### src/rtl/rx_loop_pkg.sv
// Shared definitions for the VLC loop receiver: link constants, FSM state codes and a
// majority-vote helper.
package rx_loop_pkg;

    localparam int unsigned    VlcWidth    = 10;
    localparam int unsigned    VlcSpb      = 8;
    localparam logic [15:0]    VlcSyncWord = 16'hA5C3;

    typedef enum logic [1:0] {
        StHunt = 2'd0,
        StLen  = 2'd1,
        StData = 2'd2
    } rx_state_e;

    function automatic logic maj3(input logic a, input logic b, input logic c);
        return (a & b) | (a & c) | (b & c);
    endfunction

endpackage

### src/rtl/rx_loop_slicer.sv
// Sample-to-bit slicer: hysteresis comparator followed by a 3-tap majority filter.
// Two cycles of latency from i_sample to o_bit.
module rx_loop_slicer
    import rx_loop_pkg::*;
#(
    parameter int unsigned      WIDTH  = VlcWidth,
    parameter logic [WIDTH-1:0] THR_HI = 10'h280,
    parameter logic [WIDTH-1:0] THR_LO = 10'h180
) (
    input  logic             clk,
    input  logic             reset,
    input  logic [WIDTH-1:0] i_sample,
    output logic             o_bit
);

    logic s_q, s1_q, s2_q, bit_q;

    always_ff @(posedge clk or negedge reset) begin
        if (!reset) begin
            s_q   <= 1'b0;
            s1_q  <= 1'b0;
            s2_q  <= 1'b0;
            bit_q <= 1'b0;
        end else begin
            // Mid-band samples keep the previous decision.
            if (i_sample >= THR_HI) begin
                s_q <= 1'b1;
            end else if (i_sample < THR_LO) begin
                s_q <= 1'b0;
            end
            s1_q  <= s_q;
            s2_q  <= s1_q;
            bit_q <= maj3(s_q, s1_q, s2_q);
        end
    end

    assign o_bit = bit_q;

endmodule

### src/rtl/rx_loop.sv
// VLC loop receiver: slices ADC samples, recovers bit timing, hunts for the sync word and
// deframes a length-prefixed payload into bytes.
module rx_loop
    import rx_loop_pkg::*;
#(
    parameter int unsigned      WIDTH     = VlcWidth,
    parameter int unsigned      SPB       = VlcSpb,
    parameter logic [WIDTH-1:0] THR_HI    = 10'h280,
    parameter logic [WIDTH-1:0] THR_LO    = 10'h180,
    parameter logic [15:0]      SYNC_WORD = VlcSyncWord,
    parameter int unsigned      TIMEOUT   = 8
) (
    input  logic             clk,
    input  logic             reset,
    input  logic [WIDTH-1:0] i_rx_in,
    output logic [7:0]       o_rx_data,
    output logic             o_rx_valid,
    output logic             o_sync,
    output logic             o_rx_ind,
    output logic             o_rx_err,
    output logic             o_busy
);

    localparam int unsigned PhW = $clog2(SPB);
    localparam int unsigned ToW = $clog2(TIMEOUT + 1);
    localparam logic [PhW-1:0] DecPh  = PhW'(SPB / 2 - 1);
    localparam logic [PhW-1:0] LastPh = PhW'(SPB - 1);
    localparam logic [ToW-1:0] ToLast = ToW'(TIMEOUT - 1);

    logic           b;
    logic           b_prev_q;
    logic [PhW-1:0] ph_q;
    logic           bit_edge, dec, wrap;

    rx_state_e      state_q;
    logic [15:0]    sr_q;
    logic [7:0]     byte_q;
    logic [2:0]     bit_cnt_q;
    logic [7:0]     len_q;
    logic [ToW-1:0] to_q;
    logic [7:0]     data_q;
    logic           valid_q, sync_q, ind_q, err_q;
    logic [15:0]    sr_nxt;
    logic [7:0]     byte_nxt;

    rx_loop_slicer #(
        .WIDTH  (WIDTH),
        .THR_HI (THR_HI),
        .THR_LO (THR_LO)
    ) u_slicer (
        .clk      (clk),
        .reset    (reset),
        .i_sample (i_rx_in),
        .o_bit    (b)
    );

    assign bit_edge = b ^ b_prev_q;
    assign dec      = (ph_q == DecPh);
    assign wrap     = (ph_q == LastPh);
    assign sr_nxt   = {sr_q[14:0], b};
    assign byte_nxt = {byte_q[6:0], b};

    always_ff @(posedge clk or negedge reset) begin
        if (!reset) begin
            b_prev_q <= 1'b0;
            ph_q     <= '0;
        end else begin
            b_prev_q <= b;
            ph_q     <= (bit_edge || wrap) ? '0 : ph_q + 1'b1;
        end
    end

    always_ff @(posedge clk or negedge reset) begin
        if (!reset) begin
            state_q   <= StHunt;
            sr_q      <= '0;
            byte_q    <= '0;
            bit_cnt_q <= '0;
            len_q     <= '0;
            to_q      <= '0;
            data_q    <= '0;
            valid_q   <= 1'b0;
            sync_q    <= 1'b0;
            ind_q     <= 1'b0;
            err_q     <= 1'b0;
        end else begin
            valid_q <= 1'b0;
            sync_q  <= 1'b0;
            ind_q   <= 1'b0;
            err_q   <= 1'b0;
            unique case (state_q)
                StHunt: begin
                    if (dec) begin
                        sr_q <= sr_nxt;
                        if (sr_nxt == SYNC_WORD) begin
                            sync_q    <= 1'b1;
                            state_q   <= StLen;
                            bit_cnt_q <= '0;
                            to_q      <= '0;
                        end
                    end
                end
                StLen, StData: begin
                    // Timeout counts whole edge-free bit periods at the phase wrap.
                    if (bit_edge) begin
                        to_q <= '0;
                    end else if (wrap) begin
                        to_q <= to_q + 1'b1;
                    end
                    if (wrap && !bit_edge && to_q == ToLast) begin
                        err_q   <= 1'b1;
                        state_q <= StHunt;
                        sr_q    <= '0;
                    end else if (dec) begin
                        byte_q    <= byte_nxt;
                        bit_cnt_q <= bit_cnt_q + 1'b1;
                        if (bit_cnt_q == 3'd7) begin
                            if (state_q == StLen) begin
                                if (byte_nxt == 8'd0) begin
                                    ind_q   <= 1'b1;
                                    state_q <= StHunt;
                                    sr_q    <= '0;
                                end else begin
                                    len_q   <= byte_nxt;
                                    state_q <= StData;
                                end
                            end else begin
                                data_q  <= byte_nxt;
                                valid_q <= 1'b1;
                                if (len_q == 8'd1) begin
                                    ind_q   <= 1'b1;
                                    state_q <= StHunt;
                                    sr_q    <= '0;
                                end else begin
                                    len_q <= len_q - 1'b1;
                                end
                            end
                        end
                    end
                end
                default: state_q <= StHunt;
            endcase
        end
    end

    assign o_rx_data  = data_q;
    assign o_rx_valid = valid_q;
    assign o_sync     = sync_q;
    assign o_rx_ind   = ind_q;
    assign o_rx_err   = err_q;
    assign o_busy     = (state_q != StHunt);

endmodule

### config.mk
export PLATFORM = sky130hd
export DESIGN_NAME = rx_loop
export DESIGN_NICKNAME = d
export VERILOG_FILES = /design/src/rtl/rx_loop_pkg.sv /design/src/rtl/rx_loop_slicer.sv /design/src/rtl/rx_loop.sv
export SDC_FILE = /design/constraint.sdc
export NUM_CORES = 1
export LEC_CHECK = 0
export BUFFER_PORTS_ARGS = -buffer_cell sky130_fd_sc_hd__buf_4
export CAP_MARGIN = 10
export CORE_MARGIN = 3
export CORE_UTILIZATION = 55
export DETAILED_ROUTE_END_ITERATION = 6
export PLACE_DENSITY = 0.74
export SYNTH_ARGS = -nofsm -noshare
export SYNTH_HDL_FRONTEND = slang
export SYNTH_SLANG_ARGS = --single-unit
### constraint.sdc
create_clock -name clk -period 3.59 [get_ports clk]
set_input_delay 0.359 -clock clk [delete_from_list [all_inputs] [get_ports clk]]
set_output_delay 0.359 -clock clk [all_outputs]
set_load 0.05 [all_outputs]
After elaboration in Yosys (flattened, before gate mapping)
Index checks and enable logic that the tools add are counted.
{"block": "word_totals", "register_bits": 59, "out_inout_bits": 13, "wordCells": 117}
{"block": "classes", "bitwise": 8, "mux": 50, "n_reduce_logical": 17, "magnitude_cmp": 2, "n_addsub": 4, "n_eq_ne": 19}
{"op": "$mux 15", "count": 7}
{"op": "$pmux 15 s2", "count": 1}
{"op": "$mux 8", "count": 3}
{"op": "$mux 1", "count": 19}
{"op": "$eq 16x16->1 const B", "count": 1}
{"op": "$mux 2", "count": 8}
{"op": "$mux 4", "count": 4}
{"op": "$mux 3", "count": 5}
{"op": "$reduce_and 5->1", "count": 3}
{"op": "$ne 2x2->1 const B", "count": 6}
{"op": "$reduce_and 6->1", "count": 2}
{"op": "$ge 10x10->1 const B", "count": 1}
{"op": "$lt 10x9->1 const B", "count": 1}
{"op": "$ne 3x3->1 const B", "count": 3}
{"op": "$eq 8x1->1 const B", "count": 1}
{"op": "$logic_not 8->1", "count": 1}
{"op": "$ne 4x4->1 const B", "count": 2}
{"op": "$pmux 4 s2", "count": 1}
{"op": "$sub 8x1->8 const B", "count": 1}
{"op": "$add 3x1->3 const B", "count": 2}
{"op": "$eq 3x3->1 const B", "count": 2}
{"op": "$pmux 3 s2", "count": 1}
{"op": "$reduce_bool 2->1", "count": 3}
{"op": "$add 4x1->4 const B", "count": 1}
{"op": "16 further kinds", "count": 21}

Depth between registers and ports, before layout
Gate-level depths: netlist of the first run.
{"block": "depth", "ltp_word": 7, "ltp_mapped": 8}

Modules after synthesis
From an unflattened synthesis of the first run, not the netlist that was laid out.
{"block": "unflattened", "cells_unflattened": 240, "hier_area_um2": 2800.2}
{"module": "rx_loop", "n_inst": 1, "cells_each": 231, "seq_area_each_um2": 1376.3, "area_per_inst_um2": 2670.1}
{"module": "rx_loop_slicer", "n_inst": 1, "cells_each": 9, "seq_area_each_um2": 100.1, "area_per_inst_um2": 130.1}

Worst setup path before layout of the first run
No wires, ideal clock.
{"block": "synth_path", "path_type": "flip-flop to flip-flop", "startpoint": "register u_slicer.bit_q (netlist: u_slicer.o_bit)", "endpoint": "register sr_q[0]", "required_ns": 3.465, "path_buffers": 2, "synth_period_minus_slack_ns": 2.282, "stages_incl_launch_ff": 8, "setup_ns": 0.125, "path_slack_ns": 1.308, "arrival_time_ns": 2.157, "cell_sequence": "dfrtp_1 > buf_6 > or4_4 > nor2_2 > or4b_1 > o21ai_2 > buf_12 > mux2_4"}
{"block": "synth_via", "elab_chain_len": 6, "elab_cells_between_ends": 13}
{"item": "from (decl)", "line": "rx_loop_slicer.sv:16", "source": "logic s_q, s1_q, s2_q, bit_q;"}
{"item": "from (signal assigned)", "line": "rx_loop_slicer.sv:33", "source": "bit_q <= maj3(s_q, s1_q, s2_q);"}
{"item": "$xor 1x1->1", "line": "rx_loop.sv:57", "source": "assign bit_edge = b ^ b_prev_q;"}
{"item": "$logic_not 1->1", "line": "rx_loop.sv:110", "source": "if (wrap && !bit_edge && to_q == ToLast) begin"}
{"item": "$logic_and 1x1->1 (2 in a row)", "line": "rx_loop.sv:110"}
{"item": "$ne 4x4->1 (no line), or another cell as far along"}
{"item": "$reduce_and 6->1 (no line) / $pmux 15 s2 (equally long branches)"}
{"item": "to (signal assigned)", "line": "rx_loop.sv:94", "source": "sr_q <= sr_nxt;"}
{"item": "to (decl)", "line": "rx_loop.sv:36", "source": "logic [15:0] sr_q;"}
Parallel ways exist; a longest one is shown, timed or not. The select of a mux whose other input is x is not followed.
A chain may end at the register's enable or synchronous reset.

Worst setup path after layout of the first run
{"block": "layout_path", "startpoint": "register state_q[1]", "endpoint": "register sr_q[11]"}
{"block": "layout_via", "elab_chain_len": 6, "elab_cells_between_ends": 16}
{"item": "from (decl)", "line": "rx_loop.sv:35", "source": "rx_state_e state_q;"}
{"item": "from (signal assigned)", "line": "rx_loop.sv:75", "source": "state_q <= StHunt;"}
{"item": "from (signal assigned)", "line": "rx_loop.sv:97", "source": "state_q <= StLen;"}
{"item": "from (signal assigned)", "line": "rx_loop.sv:112", "source": "state_q <= StHunt;"}
{"item": "$eq 2x1->1", "line": "rx_loop.sv:91, rx_loop.sv:118"}
{"item": "$mux 15", "line": "rx_loop.sv:118", "source": "if (state_q == StLen) begin"}
{"item": "$mux 15", "line": "rx_loop.sv:117", "source": "if (bit_cnt_q == 3'd7) begin"}
{"item": "$mux 15", "line": "rx_loop.sv:114", "source": "end else if (dec) begin"}
{"item": "$mux 15", "line": "rx_loop.sv:110"}
{"item": "$pmux 15 s2", "line": "rx_loop.sv:91", "source": "unique case (state_q)"}
Parallel ways exist; a longest one is shown, timed or not. The select of a mux whose other input is x is not followed.

==> results by group, run 1 <==
Setup path
  – Startpoint Class: flop
  – Nature of the critical path endpoint: flop
  – Flop-to-flop setup slack: 0.86 ns
  – Worst setup endpoint: sr_q[11]
  – Worst R2R End: sr_q[11]
  – CP Data Required Time: 3.80 ns
  – Worst Setup SP: state_q[1]
  – Crit path max fanout: 15
  – FF-to-FF path depth: 7
  – CP arrival: 2.94 ns
  – Setup Crit Path Kind: flop to flop
  – R2r startpoint: state_q[1]

Routing
  – Drt wl/cell: 14.66 um
  – Post-DR vias/cell: 5.554
  – Detail Route Antenna Nets: 0
  – Via count: 1,955
  – DRT Wirelength: 5161 um
  – DR iter-0 viols: 113
  – DR DRC count: 0
  – Drt first pass iters: 5

Global route
  – Vias in the first global route: 1,962
  – GRT Residual Overflow: 0
  – Maximum number of pins on one net before global-route repair: 60
  – Initial antenna violation count: 0
  – Global-route wire length before repair: 9039 um
  – Global-route usage over all layers: 18.68%

Synthesis
  – Mapped Nets: 280
  – Dominant synthesized flop cell: dfrtp_1
  – Post-synth EDFFs: 0
  – Syn_area_per_cell: 11.49 um^2
  – Syn Std Cell Area: 2953 um^2
  – Post-synth ARST share: 100.0%
  – Synth unique cells: 54
  – Post-synthesis sequential area ratio: 50.00%
  – Syn Inst Count: 257
  – FF+latch count, synth: 59
  – Syn. warnings: 0

Placement
  – Final HPWL DP: 3464 um
  – Place WS: 0.8868 ns
  – GPL Wtd Cong: 0.7770
  – I/O Buffers: 17

Power
  – PD cells: 491.0 nW/um^2
  – Peak VDD IR: 360.3 uV
  – Overall power: 1.642 mW
  – LEAKAGE: 1.618 nW

Floorplan
  – Die Outline Area: 6284 um^2
  – Row cnt: 26
  – IO Pins: 25
  – Core box area: 5140 um^2
  – Starting Density: 57.45%
  – Die W: 79.27 um
  – Die Ht: 79.27 um

Layout
  – Synthesis-to-layout area growth: 13.26%
  – Layout Nets: 301
  – N_diodes: 0
  – Fraction of layout cells with a size suffix above 1: 26.24%

Clock tree
  – TritonCTS Sinks: 59
  – Clk slew on worst S/H paths: 0.07 ns
  – Post-CTS sizing: 0
  – Clock root cell: clkbuf_8
  – Clk_lat worst skew: 0.33 ns
  – CTS Buf Count: 9
  – H-tree lvl count: 3
  – CTS tree: yes
  – # Post-CTS Setup Buffers: 0
  – Cts hold-fix bufs: 0
  – Clock Tree Buf Depth: 2

STA
  – Final setup vio count: 0
  – Worst Skew: 0.006018 ns
  – Fin crit period: 2.729 ns
  – Setup TNS: 0 ns
  – Slew HR: 51.60%
  – Worst Tran Pin Value: 0.7261 ns
  – Fin. Hold Viols: 0
  – Setup ws final: 0.8612 ns
  – Final Cycle Share: 76.01%
  – Fmax: 366.5 MHz
  – RSZ-0062 raised after global routing: no
  – Final slew viol count: 0

Flow run
  – MaxCap Viol Count: 0

Hold path
  – Worst min path class: primary input to async pin

Status
  – Status: finished clean
==> metal layers <==
layer	track usage [%]	routed length, um	vias up
li1	-	-	954
met1	25.95	2518	952
met2	27.78	2364	39
met3	4.535	186	10
met4	8.247	91	0
met5	0	0	-
==> worst max-delay path, cell delays in order (launching register included) <==
cell      delay [ns]
dfrtp_1         0.38
inv_1           0.10
ha_1            0.42
clkinv_1        0.37
or4b_1          0.62
o21ai_2         0.07
buf_4           0.28
mux2_2          0.37
==> per-stage QoR <==
stage                     utilization, %  cells  hold slack (ns)  cell area (um^2)
after floorplan                        -    257          0.06341              2953
after detailed placement           60.88    337           0.3723              3129
after global routing               65.07    352           0.1334              3344
after global placement             60.88    337           0.3617              3129
after CTS                          65.07    352           0.1182              3344
final                              65.07    352          0.08110              3344
==> cell usage in the layout (no fill, tap or decap), drive strengths merged, types with 4 or more instances in the layout <==
| cell type | synthesis | layout |
|---|---|---|
| nor2b | 15 | 15 |
| a21oi | 9 | 9 |
| clkbuf | 8 | 10 |
| and2 | 4 | 4 |
| ha | 11 | 11 |
| nor2 | 19 | 19 |
| mux2i | 6 | 6 |
| nor3 | 6 | 6 |
| inv | 14 | 14 |
| nand2 | 11 | 11 |
| dfrtp | 59 | 59 |
| buf | 2 | 20 |
| mux2 | 32 | 32 |
| a221oi | 4 | 4 |
| o21ai | 12 | 12 |
==> final cells by class <==
class                   count  area, um^2
repair buffers             20       150.1
flip-flops and latches     59        1476
fillers                   430        1795
well taps                  70       87.58
multi-input cells         173        1359
inverters                  15       56.30
clock buffers              10       137.6
clock inverters             5       77.57
==> power by group <==
part           internal, mW  leakage, nW  total [mW]  switching, mW
clock                 0.403        0.108       0.659          0.256
sequential            0.724        0.798       0.770         0.0461
combinational         0.127        0.712       0.213         0.0868
total                  1.25         1.62        1.64          0.388
==> logic make-up (layout without fill, tap and decap cells) <==
kind of cell / Yosys count / count (layout) / synth area share (%)
AOI/OAI and AO/OA: 40 / 40 / 9.323
and+or+nand+nor: 79 / 79 / 15.00
muxes: 38 / 38 / 15.51
xor gates and xnor gates: 4 / 4 / 1.187
buffers and inverters: 25 / 50 / 3.983
DFF: 59 / 59 / 50.00
adders and majority gates: 12 / 12 / 5.000
==> registers in the layout (all words and copies together), names as in the netlist <==
register,flops
o_rx_err,1
b_prev_q,1
u_slicer.s_q,1
len_q,8
o_rx_ind,1
to_q,4
byte_q,7
u_slicer.s2_q,1
o_sync,1
sr_q,15
u_slicer.s1_q,1
bit_cnt_q,3
u_slicer.o_bit,1
o_rx_data,8
ph_q,3
o_rx_valid,1
state_q,2
==> how the worst min path moves through the flow <==
stage / slack, ns / endpoint / startpoint
detailed placement: 0.37 / u_slicer.s2_q / u_slicer.s1_q
finish: 0.08 / len_q[6] / reset
floorplan: 0.06 / b_prev_q / reset
global placement: 0.36 / u_slicer.s2_q / u_slicer.s1_q
CTS: 0.12 / len_q[4] / reset
global route: 0.13 / len_q[5] / reset
==> synthesized netlist by cell type (2+ instances only) <==
master,instances,area [um^2]
nand4b_1,2,17.52
inv_1,14,52.55
and2_1,4,25.02
mux2_2,22,247.7
a211oi_1,2,15.01
nor2b_1,15,93.84
nor4_1,2,12.51
nand4_1,2,12.51
nand2b_1,3,18.77
a21oi_1,9,45.04
ha_1,11,137.6
o21ai_0,11,55.05
a221oi_1,4,35.03
nor2_1,18,67.56
nand2_1,11,41.29
clkbuf_1,8,30.03
dfrtp_1,59,1476
nand3_1,3,15.01
xnor2_1,3,26.28
mux2i_1,6,60.06
mux2_4,10,150.1
nor3_1,6,30.03
(Power assumes the default switching activity.)
==> run 2: changes to the inputs <==
--- a/config.mk
+++ b/config.mk
@@ -8,9 +8,9 @@
 export BUFFER_PORTS_ARGS = -buffer_cell sky130_fd_sc_hd__buf_4
 export CAP_MARGIN = 10
 export CORE_MARGIN = 3
-export CORE_UTILIZATION = 55
+export CORE_UTILIZATION = 53
 export DETAILED_ROUTE_END_ITERATION = 6
-export PLACE_DENSITY = 0.74
+export PLACE_DENSITY = 0.75
 export SYNTH_ARGS = -nofsm -noshare
 export SYNTH_HDL_FRONTEND = slang
 export SYNTH_SLANG_ARGS = --single-unit
==> constraint.sdc (replaced) <==
create_clock -name clk -period 2.38 [get_ports clk]
set_input_delay 0.238 -clock clk [delete_from_list [all_inputs] [get_ports clk]]
set_output_delay 0.238 -clock clk [all_outputs]
set_load 0.05 [all_outputs]
==> run 2 against run 1 <==
Against the previous run:
- clock power rose by 64%
- die area increased by 3.5%
- worst setup slack got worse by 0.75 ns
- first-iteration DRC count is 19% higher
- global-route usage grew 0.85 points
- critical path depth down 1
- design area rose by 4.3%
- largest cell class unchanged
==> results by group, run 2 (synthesis results as in run 1) <==
Power
  – Peak VDD IR: 510.7 uV
  – Reg power frac: 44.7%
  – Logic pwr share: 13.5%
  – Clock share of power: 41.8%
  – Internal power: 1.988 mW
  – PD cells: 740.1 nW/um^2
  – Net Sw Frac: 22.96%
  – Switch Pwr: 0.5924 mW
  – LEAKAGE: 1.698 nW
  – Overall power: 2.581 mW

Clock tree
  – Clock Tree Buf Depth: 2
  – CTS Buf Count: 9
  – Clk slew on worst S/H paths: 0.07 ns
  – Post-CTS sizing: 0
  – TritonCTS Sinks: 59
  – H-tree lvl count: 3
  – CTS tree: yes
  – Clock root cell: clkbuf_8
  – Clk_lat worst skew: 0.33 ns

Floorplan
  – Die W: 80.64 um
  – Starting Density: 56.38%
  – Row cnt: 26
  – Die Outline Area: 6503 um^2
  – Core box area: 5238 um^2
  – IO Pins: 25
  – Die Ht: 80.64 um

STA
  – RSZ-0062 raised after global routing: no
  – Fin. Hold Viols: 0
  – Fmax: 440.2 MHz
  – Final setup vio count: 0
  – Final slew viol count: 0
  – Hold Slack: 0.1518 ns
  – Fin crit period: 2.272 ns
  – Worst Skew: 0.006599 ns
  – Worst Tran Pin Value: 0.7181 ns
  – Setup TNS: 0 ns
  – Slew HR: 52.13%
  – Final Cycle Share: 95.45%

Setup path
  – Setup Crit Path Kind: flop to flop
  – Critical-path cell list: or4_1, nor2_2, or4b_1, o21ai_2, buf_12, mux2_2
  – Critical path's slowest cell: or4_1
  – Nature of the critical path endpoint: flop
  – Buf+Inv Stages, Crit Path: 1
  – CP delay by family, top: simple AND/OR/NAND/NOR gates
  – CP arrival: 2.49 ns
  – Max stage delay on crit path: 0.58 ns
  – Crit path max fanout: 15
  – Startpoint Class: flop
  – CP Data Required Time: 2.60 ns

Global route
  – Global-route wire length before repair: 9563 um
  – Initial antenna violation count: 0
  – Maximum number of pins on one net before global-route repair: 60
  – Global-route usage over all layers: 19.53%
  – Vias in the first global route: 2,054
  – GRT Residual Overflow: 0

Hold path
  – Worst min path class: primary input to flop

Routing
  – DR DRC count: 0
  – Post-DR vias/cell: 5.469
  – Drt wl/cell: 14.89 um
  – Via count: 2,007
  – DR iter-0 viols: 134
  – DRT Wirelength: 5466 um
  – Detail Route Antenna Nets: 0
  – Drt first pass iters: 4

Layout
  – Synthesis-to-layout area growth: 18.09%
  – Commonest non-fill, non-tap cell in the layout: dfrtp_1
  – Max reg flops: 15
  – Layout Nets: 316
  – Largest register by flop count: sr_q
  – N_diodes: 0
  – Fraction of layout cells with a size suffix above 1: 29.29%
  – Commonest cells after routing, fill and taps aside: 59 x dfrtp_1, 33 x buf_4, 22 x mux2_2
  – Filler instances: 395

Status
  – Status: finished clean

Placement
  – I/O Buffers: 17
  – Final HPWL DP: 3569 um
  – GPL Wtd Cong: 0.7878

Flow run
  – MaxCap Viol Count: 0
## run 2: cell types whose count changed in the layout (fill, tap and decap cells not counted), sizes merged
cell         change
dlygate4sd3      +1
bufinv           +1
buf             +14
clkinv           -1
## run 2: what timing repair did
action / 4_1_cts / 5_1_grt
endpoints found under the hold margin: 59 / 0
endpoints found under the setup margin: 0 / 0
hold buffers: 1 / 0
setup buffers: 0 / 0
## run 2: worst min-delay path: stages
cell     delay [ns]
buf_4          0.08
o21ai_0        0.06
o21ai_0        0.07
## run 2: power groups by stage
stage | Combinational [mW] | Sequential, mW | Clock, mW
final | 0.348 | 1.15 | 1.08
after global routing | 0.385 | 1.17 | 1.15
after CTS | 0.353 | 1.16 | 1.10
after detailed placement | 0.350 | 1.17 | 0
after global placement | 0.340 | 1.17 | 0
after floorplan | 0.288 | 1.15 | 0
## run 2: per-layer routing
layer	GRT usage, %	part of all wire (%)
met1	26.11	50
met2	29.80	45
met3	5.493	3.7
met4	8.108	1.4
met5	0	0
## run 2: path summary, 6_finish.rpt
check	startpoint	end	slack, ns	cells after the start
worst max register to register	byte_q[3]	sr_q[9]	0.11	6
worst min-delay path	i_rx_in[9]	u_slicer.s_q	0.15	3
max in group asynchronous	reset	sr_q[5]	1.36	2
min in group asynchronous	reset	o_rx_data[5]	0.54	2
worst max-delay path	byte_q[3]	sr_q[9]	0.11	6
worst min register to register	u_slicer.s1_q	u_slicer.s2_q	0.39	0
## run 2: metrics by stage
step	util [%]	cells	setup WS, ns	instance area (um^2)
floorplan	-	257	0.09837	2953
global placement	61.99	351	0.1304	3247
detailed placement	61.99	351	0.1215	3247
CTS	66.58	367	0.1013	3487
global route	66.58	367	0.03621	3487
finish	66.58	367	0.1082	3487
## run 2: area by class of cell
cell class                 instances  area [um^2]  share of cell area [%]
clock buffer                      10        127.6                   3.660
clock inverter                     5        102.6                   2.942
sequential                        59         1476                   42.34
timing repair buffer              35        277.8                   7.966
inverter                          15        56.30                   1.615
multi-input combinational        173         1359                   38.97
tap                               70        87.58                   2.512
==> run 3: changes to the inputs <==
--- a/config.mk
+++ b/config.mk
@@ -10,7 +10,7 @@
 export CORE_MARGIN = 3
 export CORE_UTILIZATION = 53
 export DETAILED_ROUTE_END_ITERATION = 6
-export PLACE_DENSITY = 0.75
+export PLACE_DENSITY_LB_ADDON = 0.2
 export SYNTH_ARGS = -nofsm -noshare
 export SYNTH_HDL_FRONTEND = slang
 export SYNTH_SLANG_ARGS = --single-unit
==> run 3 against run 2 <==
Against the previous run:
- hold slack worse by 0.016 ns
- largest power group unchanged
- via count hardly changed
- clock power shrank 7%
- largest cell class unchanged
- design area decreased by 0.32%
- clock skew increased by 0.0030 ns
- sequential cell count did not move
- highest routed layer unchanged
- core utilization decreased by 0.21 points
- cell count is 0.27% higher
==> results by group, run 3 (synthesis results as in run 1) <==
Status
  – Status: finished clean

STA
  – Fin. Hold Viols: 0
  – Setup TNS: 0 ns
  – Fin crit period: 2.293 ns
  – Slew HR: 51.45%
  – Fmax: 436.2 MHz
  – Final setup vio count: 0
  – Final slew viol count: 0
  – Worst Tran Pin Value: 0.7283 ns
  – RSZ-0062 raised after global routing: no
  – Worst Skew: 0.009621 ns
  – Final Cycle Share: 96.33%

Setup path
  – Flop-to-flop setup slack: 0.09 ns
  – Worst R2R End: sr_q[10]
  – CP Data Required Time: 2.61 ns
  – Nature of the critical path endpoint: flop
  – Startpoint Class: flop
  – R2r startpoint: byte_q[3]
  – Crit path max fanout: 15
  – FF-to-FF path depth: 6
  – Setup Crit Path Kind: flop to flop
  – CP arrival: 2.52 ns

Power
  – PD cells: 719.7 nW/um^2
  – Peak VDD IR: 554.7 uV
  – Overall power: 2.501 mW
  – LEAKAGE: 1.698 nW

Clock tree
  – CTS Buf Count: 9
  – # Post-CTS Setup Buffers: 0
  – Clock root cell: clkbuf_8
  – CTS tree: yes
  – Clk slew on worst S/H paths: 0.07 ns
  – Clock Tree Buf Depth: 2
  – Post-CTS sizing: 0
  – H-tree lvl count: 3
  – TritonCTS Sinks: 59
  – Clk_lat worst skew: 0.34 ns
  – Cts hold-fix bufs: 1

Routing
  – Drt wl/cell: 14.92 um
  – Via count: 2,008
  – Detail Route Antenna Nets: 0
  – Drt first pass iters: 4
  – DR DRC count: 0
  – DRT Wirelength: 5490 um
  – DR iter-0 viols: 115
  – Post-DR vias/cell: 5.457

Layout
  – Synthesis-to-layout area growth: 17.71%
  – Commonest non-fill, non-tap cell in the layout: dfrtp_1
  – N_diodes: 0
  – Largest register by flop count: sr_q
  – Max reg flops: 15
  – Commonest cells after routing, fill and taps aside: 59 x dfrtp_1, 33 x buf_4, 22 x mux2_2
  – Layout Nets: 316
  – Filler instances: 412
  – Fraction of layout cells with a size suffix above 1: 29.19%

Hold path
  – HP Start: i_rx_in[9]
  – WHS Endpoint: u_slicer.s_q
  – Hold depth: 3
  – Worst min path class: primary input to flop

Global route
  – GRT Residual Overflow: 0
  – Vias in the first global route: 1,991
  – Global-route wire length before repair: 9563 um
  – Initial antenna violation count: 0
  – Global-route usage over all layers: 19.80%
  – Maximum number of pins on one net before global-route repair: 60

Placement
  – Final HPWL DP: 3745 um
  – GPL Wtd Cong: 0.7582
  – I/O Buffers: 17

Floorplan
  – Row cnt: 26
  – Core box area: 5238 um^2
  – Die Outline Area: 6503 um^2
  – IO Pins: 25
  – Starting Density: 56.38%
  – Die W: 80.64 um
  – Die Ht: 80.64 um

Flow run
  – MaxCap Viol Count: 0
## run 3: per-stage QoR
step | setup WS (ns) | hold slack [ns] | instances | cell area (um^2) | utilization (%)
floorplan | 0.09837 | -0.05759 | 257 | 2953 | -
global placement | 0.1313 | 0.3500 | 351 | 3247 | 61.99
detailed placement | 0.09469 | 0.3546 | 351 | 3247 | 61.99
CTS | 0.08355 | 0.1215 | 368 | 3476 | 66.36
global route | 0.02793 | 0.1639 | 368 | 3476 | 66.36
finish | 0.08738 | 0.1363 | 368 | 3476 | 66.36
## run 3: cell type report
cell class / count / area (um^2) / share of cell area, %
flip-flops and latches: 59 / 1476 / 42.48
multi-input cells: 173 / 1359 / 39.09
repair buffers: 35 / 277.8 / 7.991
clock buffers: 12 / 145.1 / 4.176
well taps: 70 / 87.58 / 2.520
clock inverters: 4 / 73.82 / 2.124
inverters: 15 / 56.30 / 1.620
## run 3: routing by layer
metal	vias up	part of all wire [%]	track usage, %
met5	-	0	0
met4	0	1.6	8.108
met3	9	3.7	6.054
met2	28	48	30.88
met1	993	46	25.60
li1	978	-	-
## run 3: worst max-delay path by stage
stage                           to           start  cells past startpoint
after floorplan            sr_q[0]  u_slicer.o_bit                      7
after global placement     sr_q[9]       byte_q[3]                      6
after detailed placement  sr_q[10]       byte_q[3]                      6
after CTS                 sr_q[10]       byte_q[3]                      6
after global routing      sr_q[10]       byte_q[3]                      6
final                     sr_q[10]       byte_q[3]                      6
## run 3: power by group
part           internal (mW)  leakage [nW]  switching (mW)
Sequential              1.09         0.798          0.0607
Clock                  0.619         0.111           0.382
Combinational          0.205         0.789           0.142
## run 3: worst max-delay path, stage by stage (launching register included)
cell     delay, ns
dfrtp_1       0.38
or4_1         0.58
nor2_2        0.12
or4b_1        0.47
o21ai_2       0.11
buf_12        0.18
mux2_2        0.34
